--- src/rtl/or1200_vlx_ctrl.sv ---
// or1200_vlx_ctrl: packs SBIT bit fields MSB-first and drains them as byte stores,
// with optional JPEG 0xFF byte stuffing and SPR-triggered flush of a partial byte.
module or1200_vlx_ctrl #(
    parameter logic SPR_STUFF_DEFAULT = 1'b1,
    parameter logic PAD_BIT = 1'b1
) (
    input  logic        clk_i,
    input  logic        rst_i,
    input  logic        set_bit_op_i,
    input  logic [4:0]  num_bits_to_write_i,
    input  logic [15:0] dat_i,
    input  logic        ack_i,
    output logic        store_byte_o,
    output logic [31:0] vlx_addr_o,
    output logic [31:0] dat_o,
    output logic        stall_cpu_o,
    input  logic        spr_cs,
    input  logic        spr_write,
    input  logic [1:0]  spr_addr,
    input  logic [31:0] spr_dat_i,
    output logic [31:0] spr_dat_o
);
    typedef enum logic [1:0] {IDLE, STORE, STUFF, FLUSH} state_t;
    state_t state, n_state, after_byte;
    logic [31:0] bitbuf, n_bitbuf, addr, n_addr, bytecnt, n_bytecnt;
    logic [31:0] field, pad_mask, sh_buf;
    logic [5:0] count, n_count, sh_count;
    logic [4:0] len;
    logic stuff_en, n_stuff_en, flush_pend, n_flush_pend, accept, spr_wr;

    assign len = num_bits_to_write_i > 5'd16 ? 5'd16 : num_bits_to_write_i;
    assign accept = set_bit_op_i && state == IDLE && len != 5'd0;
    assign field = (({16'b0, dat_i} & ((32'd1 << len) - 32'd1)) << (6'd32 - {1'b0, len})) >> count;
    assign pad_mask = (32'hFF00_0000 >> count) & 32'hFF00_0000;
    assign sh_buf = bitbuf << 8;
    assign sh_count = count - 6'd8;
    assign after_byte = sh_count >= 6'd8 ? STORE : (flush_pend && sh_count != 6'd0) ? FLUSH : IDLE;
    assign spr_wr = spr_cs && spr_write;
    assign vlx_addr_o = addr;
    assign spr_dat_o = spr_addr == 2'd0 ? addr :
                       spr_addr == 2'd1 ? {18'b0, count, 5'b0, state != IDLE, flush_pend, stuff_en} :
                       spr_addr == 2'd2 ? bitbuf : bytecnt;

    always_comb begin
        n_state = state;
        n_bitbuf = bitbuf;
        n_count = count;
        n_addr = addr;
        n_bytecnt = bytecnt;
        n_stuff_en = stuff_en;
        n_flush_pend = flush_pend;
        case (state)
            IDLE: begin
                if (accept) begin
                    n_bitbuf = bitbuf | field;
                    n_count = count + {1'b0, len};
                end
                // a same-cycle append keeps the flush pending so it covers the new bits
                if (count >= 6'd8) n_state = STORE;
                else if (flush_pend && count != 6'd0) n_state = FLUSH;
                else if (flush_pend && !accept) n_flush_pend = 1'b0;
            end
            FLUSH: begin
                n_bitbuf = PAD_BIT ? bitbuf | pad_mask : bitbuf & ~pad_mask;
                n_count = 6'd8;
                n_flush_pend = 1'b0;
                n_state = STORE;
            end
            STORE: if (ack_i) begin
                n_addr = addr + 32'd1;
                n_bytecnt = bytecnt + 32'd1;
                if (bitbuf[31:24] == 8'hFF && stuff_en) n_state = STUFF;
                else begin
                    n_bitbuf = sh_buf;
                    n_count = sh_count;
                    n_state = after_byte;
                end
            end
            default: if (ack_i) begin
                n_addr = addr + 32'd1;
                n_bytecnt = bytecnt + 32'd1;
                n_bitbuf = sh_buf;
                n_count = sh_count;
                n_state = after_byte;
            end
        endcase
        if (spr_wr && spr_addr == 2'd0 && state == IDLE) n_addr = spr_dat_i;
        if (spr_wr && spr_addr == 2'd1) begin
            n_stuff_en = spr_dat_i[0];
            if (spr_dat_i[1]) n_flush_pend = 1'b1;
        end
        if (spr_wr && spr_addr == 2'd3) n_bytecnt = '0;
    end

    always_ff @(posedge clk_i) begin
        if (rst_i) begin
            state <= IDLE;
            bitbuf <= '0;
            count <= '0;
            addr <= '0;
            bytecnt <= '0;
            stuff_en <= SPR_STUFF_DEFAULT;
            flush_pend <= 1'b0;
            store_byte_o <= 1'b0;
            dat_o <= '0;
            stall_cpu_o <= 1'b0;
        end else begin
            state <= n_state;
            bitbuf <= n_bitbuf;
            count <= n_count;
            addr <= n_addr;
            bytecnt <= n_bytecnt;
            stuff_en <= n_stuff_en;
            flush_pend <= n_flush_pend;
            store_byte_o <= n_state == STORE || n_state == STUFF;
            dat_o <= n_state == STORE ? {24'b0, n_bitbuf[31:24]} : 32'b0;
            stall_cpu_o <= n_state != IDLE;
        end
    end

    sbit_only_when_idle: assert property (@(posedge clk_i) disable iff (rst_i) set_bit_op_i |-> state == IDLE);
endmodule

--- config.mk ---
export PLATFORM = sky130hd
export DESIGN_NAME = or1200_vlx_ctrl
export DESIGN_NICKNAME = d
export VERILOG_FILES = /design/src/rtl/or1200_vlx_ctrl.sv
export SDC_FILE = /design/constraint.sdc
export NUM_CORES = 1
export LEC_CHECK = 0
export ABC_CLOCK_PERIOD_IN_PS = 5700
export CAP_MARGIN = 20
export CORE_ASPECT_RATIO = 1.4
export CORE_UTILIZATION = 35
export CTS_CLUSTER_DIAMETER = 80
export DETAILED_ROUTE_END_ITERATION = 12
export PLACE_DENSITY_LB_ADDON = 0.1
export SLEW_MARGIN = 20
export SYNTH_ARGS = -nofsm -noshare
export SYNTH_HDL_FRONTEND = slang
export SYNTH_SLANG_ARGS = --single-unit
--- constraint.sdc ---
create_clock -name clk_i -period 5.7 [get_ports clk_i]
set_input_delay 1.71 -clock clk_i [delete_from_list [all_inputs] [get_ports clk_i]]
set_output_delay 1.71 -clock clk_i [all_outputs]
set_load 0.01 [all_outputs]
# Yosys cells after proc, flatten, opt, wreduce, memory -nomap -nowiden
# Cells that the tools add are included.
word_totals:
  reg_bits: 140
  latch_bits: 0
  ram_bits: 0
  rom_bits: 0
  input_bits: 61
  output_inout_bits: 98
  word_cells: 101
  n_memories: 0
op_classes:
  n_addsub: 6
  multipliers: 0
  n_div: 0
  magnitude_cmp: 3
  n_eq_ne: 12
  shift: 4
  n_mux: 31
  bitwise_logic: 5
  n_reduce_logical: 28
op_table:
  columns: ["op", "n"]
  rows:
  - ["2-to-1 mux 32 bit", 10]
  - ["case mux 32 bit (3 select lines)", 1]
  - ["adder 32 x 1 -> 32 bit (second input constant)", 2]
  - ["bitwise OR 32 bit", 2]
  - ["bitwise AND 16 x 32 -> 32 bit", 1]
  - ["<< shifter 1 x 5 -> 32 bit (first input constant)", 1]
  - ["<< shifter 32 x 6 -> 32 bit", 1]
  - [">> shifter 32 x 6 -> 32 bit", 1]
  - [">> shifter 32 x 6 -> 32 bit (first input constant)", 1]
  - ["subtractor 32 x 1 -> 32 bit (second input constant)", 1]
  - ["2-to-1 mux 6 bit", 4]
  - ["case mux 6 bit (3 select lines)", 1]
  - ["2-to-1 mux 2 bit", 7]
  - [">= comparator 6 x 4 -> 1 bit (second input constant)", 2]
  - ["nonzero test 6 bit", 2]
  - ["logical AND 1 bit", 11]
  - ["== test 2 bit (second input constant)", 4]
  - ["== test 8 bit (second input constant)", 1]
  - ["adder 6 x 5 -> 6 bit", 1]
  - ["== test 2 x 1 -> 1 bit (second input constant)", 3]
  - ["!= test 2 bit (second input constant)", 3]
  - ["case mux 2 bit (3 select lines)", 1]
  - ["nonzero test 2 bit", 3]
  - ["OR reduction 2 bit", 3]
  - ["15 further kinds", 22]

# Depth between registers and ports, before layout
# Gate-level depths: netlist (run 1).
depth:
  ltp_word: 12
  depth_mapped: 22
  depth_no_buf: 18

# Least setup slack after synthesis (run 1)
# Ideal clock, no wire load.
synth_path:
  path_type: "input -> register"
  start: "input port num_bits_to_write_i[4]"
  end: "register bitbuf[0]"
  setup_ns: 0.117
  arrival_time_ns: 5.989
  t_required_ns: 5.583
  slack_ns: -0.406
  stages: 22
  cell_sequence: "buf_4 nor2b_1 buf_2 inv_1 buf_2 ha_1 ha_1 buf_2 or3b_1 ha_1 inv_1 a311oi_2 mux2i_2 o32ai_1 nor2_1 a221oi_4 a2bb2oi_1 a22o_1 mux4_2 a22oi_2 a21oi_1 a22o_1"
synth_between:
  elab_chain_cells: 10
synth_rtl:
  columns: ["element", "line_no", "rtl"]
  rows:
  - ["from (decl)", "10", "input logic [4:0] num_bits_to_write_i,"]
  - ["> comparator 5 bit", "31", "assign len = num_bits_to_write_i > 5'd16 ? 5'd16 : num_bits_to_write_i;"]
  - ["2-to-1 mux 5 bit *", "31", null]
  - ["<< shifter 1 x 5 -> 32 bit", "33", "assign field = (({16'b0, dat_i} & ((32'd1 << len) - 32'd1)) << (6'd32 - {1'b0, len})) >> count;"]
  - ["subtractor 32 x 1 -> 32 bit", "33", null]
  - ["bitwise AND 16 x 32 -> 32 bit", "33", null]
  - ["<< shifter 32 x 6 -> 32 bit", "33", null]
  - [">> shifter 32 x 6 -> 32 bit", "33", null]
  - ["bitwise OR 32 bit", "55", "n_bitbuf = bitbuf | field;"]
  - ["2-to-1 mux 32 bit", "54", "if (accept) begin"]
  - ["case mux 32 bit (3 select lines)", "52", "case (state)"]
  - ["to (signal assigned)", "109", "bitbuf <= n_bitbuf;"]
  - ["to (decl)", "25", "logic [31:0] bitbuf, n_bitbuf, addr, n_addr, bytecnt, n_bytecnt;"]
# Every way passes the cells marked *; elsewhere a longest branch is shown, timed or not. The select of a mux whose other input is x is not followed.
# A chain may end at the register's enable or synchronous reset.

# Final worst setup path (run 1)
layout_path:
  start: "input port num_bits_to_write_i[2]"
  end: "register dat_o[0]"
layout_between:
  elab_chain_cells: 10
layout_rtl:
  columns: ["element", "line_no", "rtl"]
  rows:
  - ["> comparator 5 bit", "31", null]
  - ["2-to-1 mux 5 bit *", "31", null]
  - ["<< shifter 1 x 5 -> 32 bit", "33", null]
  - ["subtractor 32 x 1 -> 32 bit", "33", null]
  - ["bitwise AND 16 x 32 -> 32 bit", "33", null]
  - ["<< shifter 32 x 6 -> 32 bit", "33", null]
  - [">> shifter 32 x 6 -> 32 bit", "33", null]
  - ["bitwise OR 32 bit", "55", null]
  - ["2-to-1 mux 32 bit *", "54", null]
  - ["case mux 32 bit (3 select lines) *", "52", null]
  - ["to (signal assigned)", "116", "dat_o <= n_state == STORE ? {24'b0, n_bitbuf[31:24]} : 32'b0;"]
  - ["to (decl)", "15", "output logic [31:0] dat_o,"]
# Marked as above.

==> results of run 1 <==
-- Yosys cell counts, types with 9 or more instances --
master     instances
and2_1            21
o31ai_1           10
a211o_1           11
dfxtp_1          116
a21oi_1          100
nor2_1           181
nand4_1           20
xor2_1            34
clkbuf_1          83
a31oi_1           19
mux4_2            12
nand2b_1          10
and3_1            30
nand2_1          134
nor3_1            53
mux2i_1           27
inv_1             31
a211oi_1          38
o21ai_0           66
buf_1             10
o22ai_1           13
or3_1             19
a22oi_1            9
mux2_2            37
o21a_1            12
ha_1              24
a221oi_1          24
xnor2_1           10
o211ai_1          19
nand3_1           75
a22o_1            31
nor2b_1           10
buf_4             26
o32ai_1           10
a2111oi_0          9
buf_2             13
-- flip-flops by register name (all words and copies together) (netlist names) --
signal        flops
flush_pend        1
bytecnt          32
state             2
bitbuf           32
stuff_en          1
stall_cpu_o       1
store_byte_o      1
count             6
vlx_addr_o       32
dat_o             8
-- report_power, final --
group,internal [uW],total [uW],switching (uW)
Sequential,919,1090,175
Clock,698,1110,414
Combinational,1190,2810,1620
Total,2810,5020,2210
-- per-stage QoR --
step / utilization / hold slack (ps) / TNS, ps
after detailed placement: 0.462 / 497 / -29170
after global routing: 0.497 / 538 / -64.7
after global placement: 0.462 / 484 / -28260
final: 0.497 / 510 / 0
after CTS: 0.493 / 506 / 0
after floorplan: - / 459 / 0
-- routing by layer --
layer | vias up | part of all wire
li1 | 6371 | -
met1 | 6593 | 0.36
met2 | 572 | 0.52
met3 | 181 | 0.044
met4 | 0 | 0.076
met5 | - | 0
-- worst min-delay path by stage --
stage / depth (start not counted) / endpoint / slack, ps / startpoint
after global placement: 2 / bytecnt[26] / 480 / bytecnt[26]
after global routing: 2 / bytecnt[26] / 540 / bytecnt[26]
final: 2 / bytecnt[26] / 510 / bytecnt[26]
after detailed placement: 2 / bytecnt[23] / 500 / bytecnt[23]
after CTS: 2 / bytecnt[26] / 510 / bytecnt[26]
after floorplan: 2 / bytecnt[1] / 460 / bytecnt[1]
-- tightest hold or removal path, stage by stage (launching register included) --
cell,delay (ps)
dfxtp_1,320
o21ai_0,70
a21oi_1,60
-- cell type report --
cell class / instances / area [um^2] / area share
well taps: 395 / 494 / 0.0312
repair buffers: 400 / 3380 / 0.214
multi-input cells: 1266 / 8880 / 0.562
inverters: 34 / 130 / 0.00823
flip-flops and latches: 116 / 2320 / 0.147
clock buffers: 20 / 447 / 0.0282
clock inverters: 12 / 156 / 0.00989
-- cells in the final DEF, fill, tap and decap left out, types with 17 or more instances in the layout --
master / synthesis / final
buf_4: 26 / 259
nor2_1: 181 / 180
nand2_1: 134 / 131
clkdlybuf4s50_1: 0 / 129
dfxtp_1: 116 / 116
a21oi_1: 100 / 94
nand3_1: 75 / 75
o21ai_0: 66 / 62
nor3_1: 53 / 45
mux2_2: 37 / 35
a211oi_1: 38 / 35
xor2_1: 34 / 34
a22o_1: 31 / 30
inv_1: 31 / 28
and3_1: 30 / 28
mux2i_1: 27 / 25
conb_1: 1 / 24
nand4_1: 20 / 20
and2_1: 21 / 20
o211ai_1: 19 / 19
a221oi_1: 24 / 18
or3_1: 19 / 18
a31oi_1: 19 / 18
ha_1: 24 / 18
clkbuf_16: 0 / 17
-- logic make-up after synthesis --
group,Yosys count,synth area share
other,1,0.000329
AND/OR/NAND/NOR,603,0.258
AO/OA/AOI/OAI,491,0.318
buffers and inverters,171,0.0697
XOR/XNOR,45,0.0353
adder cells (fa/ha/maj),25,0.0281
flip-flops,116,0.204
multiplexers,78,0.0866
-- what timing repair did --
| action | CTS | global route |
|---|---|---|
| setup endpoints to repair | 39 | 38 |
| setup buffers | 9 | 2 |
| resized for setup | 66 | 33 |
| pin swaps | 15 | 8 |
==> impl_metrics.json, run 1 <==
{
  "globalRouteOverflowTotal": 0,
  "finClkSkew_ps": 5.64,
  "nFillCells": 3193,
  "post_dp_cell_area_um2": 14700,
  "cts_root_buf": "clkbuf_16",
  "die_y_um": 215,
  "ys_dominant_reg_cell": "dfxtp_1",
  "worst_pin_slew_ps": 1120,
  "clk_path_buf_depth": 2,
  "hold_path.class": "flop to flop",
  "p_leak_uw": 0.00616,
  "synthesis.area_um2": 11400,
  "cp_slowest_cell": "mux4_2",
  "ir_drop_mv": 0.165,
  "cp_max_fo": 9,
  "reg2reg_from": "count[1]",
  "fmax_mhz": 176,
  "drc": 0,
  "post-route-period-util": 0.994,
  "cts_buffers": 17,
  "routed_wl_um": 53100,
  "holdBufCountCts": 0,
  "grt_busiest_layer": "met2",
  "syn_area_per_cell_um2": 7.44,
  "slowest_delay_ps": 550,
  "setup_viol": 0,
  "met2_usage": 0.584,
  "r2r_cells": 11,
  "hpwl_um": 42200,
  "worst-setup-path-type": "primary input to flop",
  "clock_latency_ps": 430,
  "postLayoutSetupSlackWorst_ps": 31.6,
  "vias_per_cell": 6.12,
  "grt_pass1_vias": 13400,
  "final_area_um2": 15800,
  "diodes": 0,
  "clk_pin_slew_ps": 60,
  "final_nets": 1921,
  "place_ws_ps": -963,
  "synthTopCellsByArea": "dfxtp_1 20%, nor2_1 6.0%, nand2_1 4.4%",
  "crit_path_end": "dat_o[0]",
  "start_util": 0.358,
  "cp.depth": 18,
  "critPathRequiredTime_ps": 5980,
  "yosysTopAreaCell": "dfxtp_1",
  "syn_inst": 1530,
  "final_layout_size_suffix_gt1_frac": 0.254,
  "p_total_uw": 5020,
  "ant_nets": 0,
  "yosys_warnings": 0,
  "synth_top_area_frac": 0.204,
  "die_area_um2": 33300,
  "pin_count": 159,
  "rows": 77,
  "io_buffer_count": 134,
  "first_iter_violations": 953,
  "ys_ff_latch": 116,
  "cp_data_arrival_time_ps": 5950,
  "worstSetupStartpoint": "num_bits_to_write_i[2]",
  "startpoint_type": "primary input",
  "area_growth_pct": 38.9,
  "dp_cells": 2200,
  "antenna_found_initial": 0,
  "gp_congestion": 0.984,
  "vias": 13700,
  "path_buf_inv": 4,
  "crit_chain": "clkdlybuf4s50_1 > nand2_1 > inv_1 > ha_2 > buf_6 > or3b_2 > o211a_1 > nand3_2 > xnor2_1 > a31o_4 > buf_4 > a221oi_4 > a2bb2oi_2 > a22o_1 > mux4_2 > a21oi_2 > o21ai_0 > nor3b_1",
  "yosysSeqAreaShare": 0.204,
  "final_cell_count_no_fill": 2243,
  "die_x_um": 154,
  "slew_headroom": 0.250,
  "status": "finished clean",
  "hold_violations": 0,
  "synth.distinct_cells": 115,
  "reg2reg_slack_ps": 2370,
  "synth_edf_count": 0,
  "power.density_nw_per_um2": 317,
  "grt_pass1_wl_um": 79800,
  "met1_usage": 0.326,
  "h-tree-depth": 4,
  "final_max_slew_viol_count": 0,
  "path_delay_family": "compound AO/OA/AOI/OAI gates",
  "track_usage": 0.314,
  "period_needed_ps": 5670,
  "avgRoutedWirePerCell_um": 23.7,
  "cts_num_sinks": 116,
  "met3_usage": 0.0335,
  "endpoint_kind": "flop",
  "rsz0062_at_grt": "true",
  "cap_violations": 0,
  "rr_endpoint": "dat_o[4]",
  "async_reset_ff_frac": 0,
  "coreArea_um2": 31800,
  "cts_tree": "built",
  "drt-pass1-iter-count": 6,
  "grt_max_degree": 51
}
(Power assumes the default switching activity.)
==> run 2, diff against run 1 <==
Settings changed: RECOVER_POWER from default to 25.
==> run 2 against run 1 <==
Against the previous run:
- non-clock buffer count unchanged
- largest cell class unchanged
- final cell count about the same
- routed wire length about the same
- highest routed layer unchanged
==> impl_metrics.json, run 2 (same netlist as run 1, synthesis figures left out) <==
{
  "status": "finished clean",
  "rows": 77,
  "vias": 13700,
  "gp_congestion": 0.984,
  "die_area_um2": 33300,
  "whs_path_depth": 2,
  "mostFrequentLayoutCell": "buf_4",
  "path_buf_inv": 4,
  "path_delay_family": "compound AO/OA/AOI/OAI gates",
  "dr_wl_met3_um": 2280,
  "start_util": 0.358,
  "post-route-period-util": 0.995,
  "drc": 0,
  "vias_per_cell": 6.12,
  "startpoint_type": "primary input",
  "reg2reg_slack_ps": 2380,
  "rsz0062_at_grt": "true",
  "fmax_mhz": 176,
  "r2r_cells": 11,
  "routed_wl_um": 53100,
  "finClkSkew_ps": 6.22,
  "antenna_found_initial": 0,
  "rr_endpoint": "dat_o[4]",
  "slew_headroom": 0.178,
  "p_total_uw": 5010,
  "grt_pass1_wl_um": 79800,
  "hold_path.class": "flop to flop",
  "cts_buffers": 17,
  "pin_count": 159,
  "layout_common_cells": "258 x buf_4, 180 x nor2_1, 131 x nand2_1",
  "final_nets": 1921,
  "clk_path_buf_depth": 2,
  "final_max_slew_viol_count": 0,
  "slowest_delay_ps": 550,
  "cts_root_buf": "clkbuf_16",
  "die_x_um": 154,
  "cts_num_sinks": 116,
  "whs_ps": 510,
  "die_y_um": 215,
  "m1WireLength_um": 19400,
  "routed-wl-met2_um": 27400,
  "globalRouteOverflowTotal": 0,
  "coreArea_um2": 31800,
  "h-tree-depth": 4,
  "cp_max_fo": 9,
  "fin_util": 0.497,
  "ir_drop_mv": 0.165,
  "fin_tns_setup_ps": 0,
  "avgRoutedWirePerCell_um": 23.7,
  "worst-setup-path-type": "primary input to flop",
  "grt_max_degree": 51,
  "final_layout_size_suffix_gt1_frac": 0.253,
  "holdBufCountCts": 0,
  "cp_slowest_cell": "mux4_2",
  "reg2reg_from": "count[1]",
  "min_delay_worst_endpoint": "bytecnt[26]",
  "clk_pin_slew_ps": 60,
  "endpoint_kind": "flop",
  "cap_violations": 0,
  "area_growth_pct": 38.9,
  "critPathRequiredTime_ps": 5980,
  "drt-pass1-iter-count": 6,
  "ant_nets": 0,
  "hold_violations": 0,
  "track_usage": 0.314,
  "cp_data_arrival_time_ps": 5950,
  "p_leak_uw": 0.00625,
  "crit_chain": "clkdlybuf4s50_1 > nand2_1 > inv_1 > ha_2 > buf_6 > or3b_2 > o211a_1 > nand3_2 > xnor2_1 > a31o_4 > buf_4 > a221oi_4 > a2bb2oi_2 > a22o_1 > mux4_2 > a21oi_2 > o21ai_0 > nor3b_1",
  "power.density_nw_per_um2": 317,
  "io_buffer_count": 134,
  "period_needed_ps": 5670,
  "grt_pass1_vias": 13400,
  "min-delay-start": "bytecnt[26]",
  "clock_latency_ps": 430,
  "first_iter_violations": 859,
  "hpwl_um": 42200,
  "setup_viol": 0,
  "cts_tree": "built",
  "worst_pin_slew_ps": 1230,
  "top_layer": "met4"
}
[run 2: cell types whose count changed in the layout (fill, tap and decap cells not counted)]
cell,change
clkbuf_1,+1
a41o_2,-1
clkdlybuf4s50_1,-31
dlygate4sd3_1,+31
diode_2,+1
buf_4,-1
a41o_1,+1
[run 2: metrics by stage]
| step | instance area, um^2 | worst slack [ps] | instances |
|---|---|---|---|
| after global routing | 15800 | -24.8 | 2243 |
| after floorplan | 11600 | 1.96 | 1553 |
| after global placement | 14700 | -946 | 2200 |
| after CTS | 15700 | 6.90 | 2241 |
| final | 15800 | 31.2 | 2244 |
| after detailed placement | 14700 | -963 | 2200 |
[run 2: worst min-delay path: stages (launching register included)]
cell	delay, ps
dfxtp_1	320
o21ai_0	70
a21oi_1	70
[run 2: what timing repair did]
| action | CTS | global route |
|---|---|---|
| buffers inserted | 9 | 2 |
| gates resized for setup | 66 | 33 |
| cloned | 0 | 0 |
| setup endpoints to repair | 39 | 38 |
| pin swaps | 15 | 8 |
[run 2: how the worst max path moves through the flow]
stage,depth (start not counted),from,endpoint
floorplan,22,num_bits_to_write_i[4],bitbuf[6]
global placement,22,num_bits_to_write_i[4],bitbuf[4]
detailed placement,19,num_bits_to_write_i[4],bitbuf[4]
CTS,21,num_bits_to_write_i[4],bitbuf[4]
global route,20,num_bits_to_write_i[2],dat_o[0]
finish,18,num_bits_to_write_i[2],dat_o[0]
[run 2: cell type report]
type                            instances  area [um^2]
Clock buffer                           20          447
Multi-Input combinational cell       1266         8880
Clock inverter                         12          156
Tap cell                              395          494
Sequential cell                       116         2320
Antenna cell                            1         2.50
Inverter                               34          130
Timing Repair Buffer                  400         3380
Fill cell                            3190        16000
[run 2: power breakdown]
part	switching [uW]	leakage [uW]	internal (uW)
Sequential	175	0.000940	919
Clock	412	0.000282	698
Combinational	1620	0.00503	1180
[run 2: routing by layer]
layer / GRT usage / up-vias
met5: 0 / -
met4: 0.221 / 0
met3: 0.0335 / 191
met2: 0.584 / 572
met1: 0.326 / 6589
li1: - / 6371
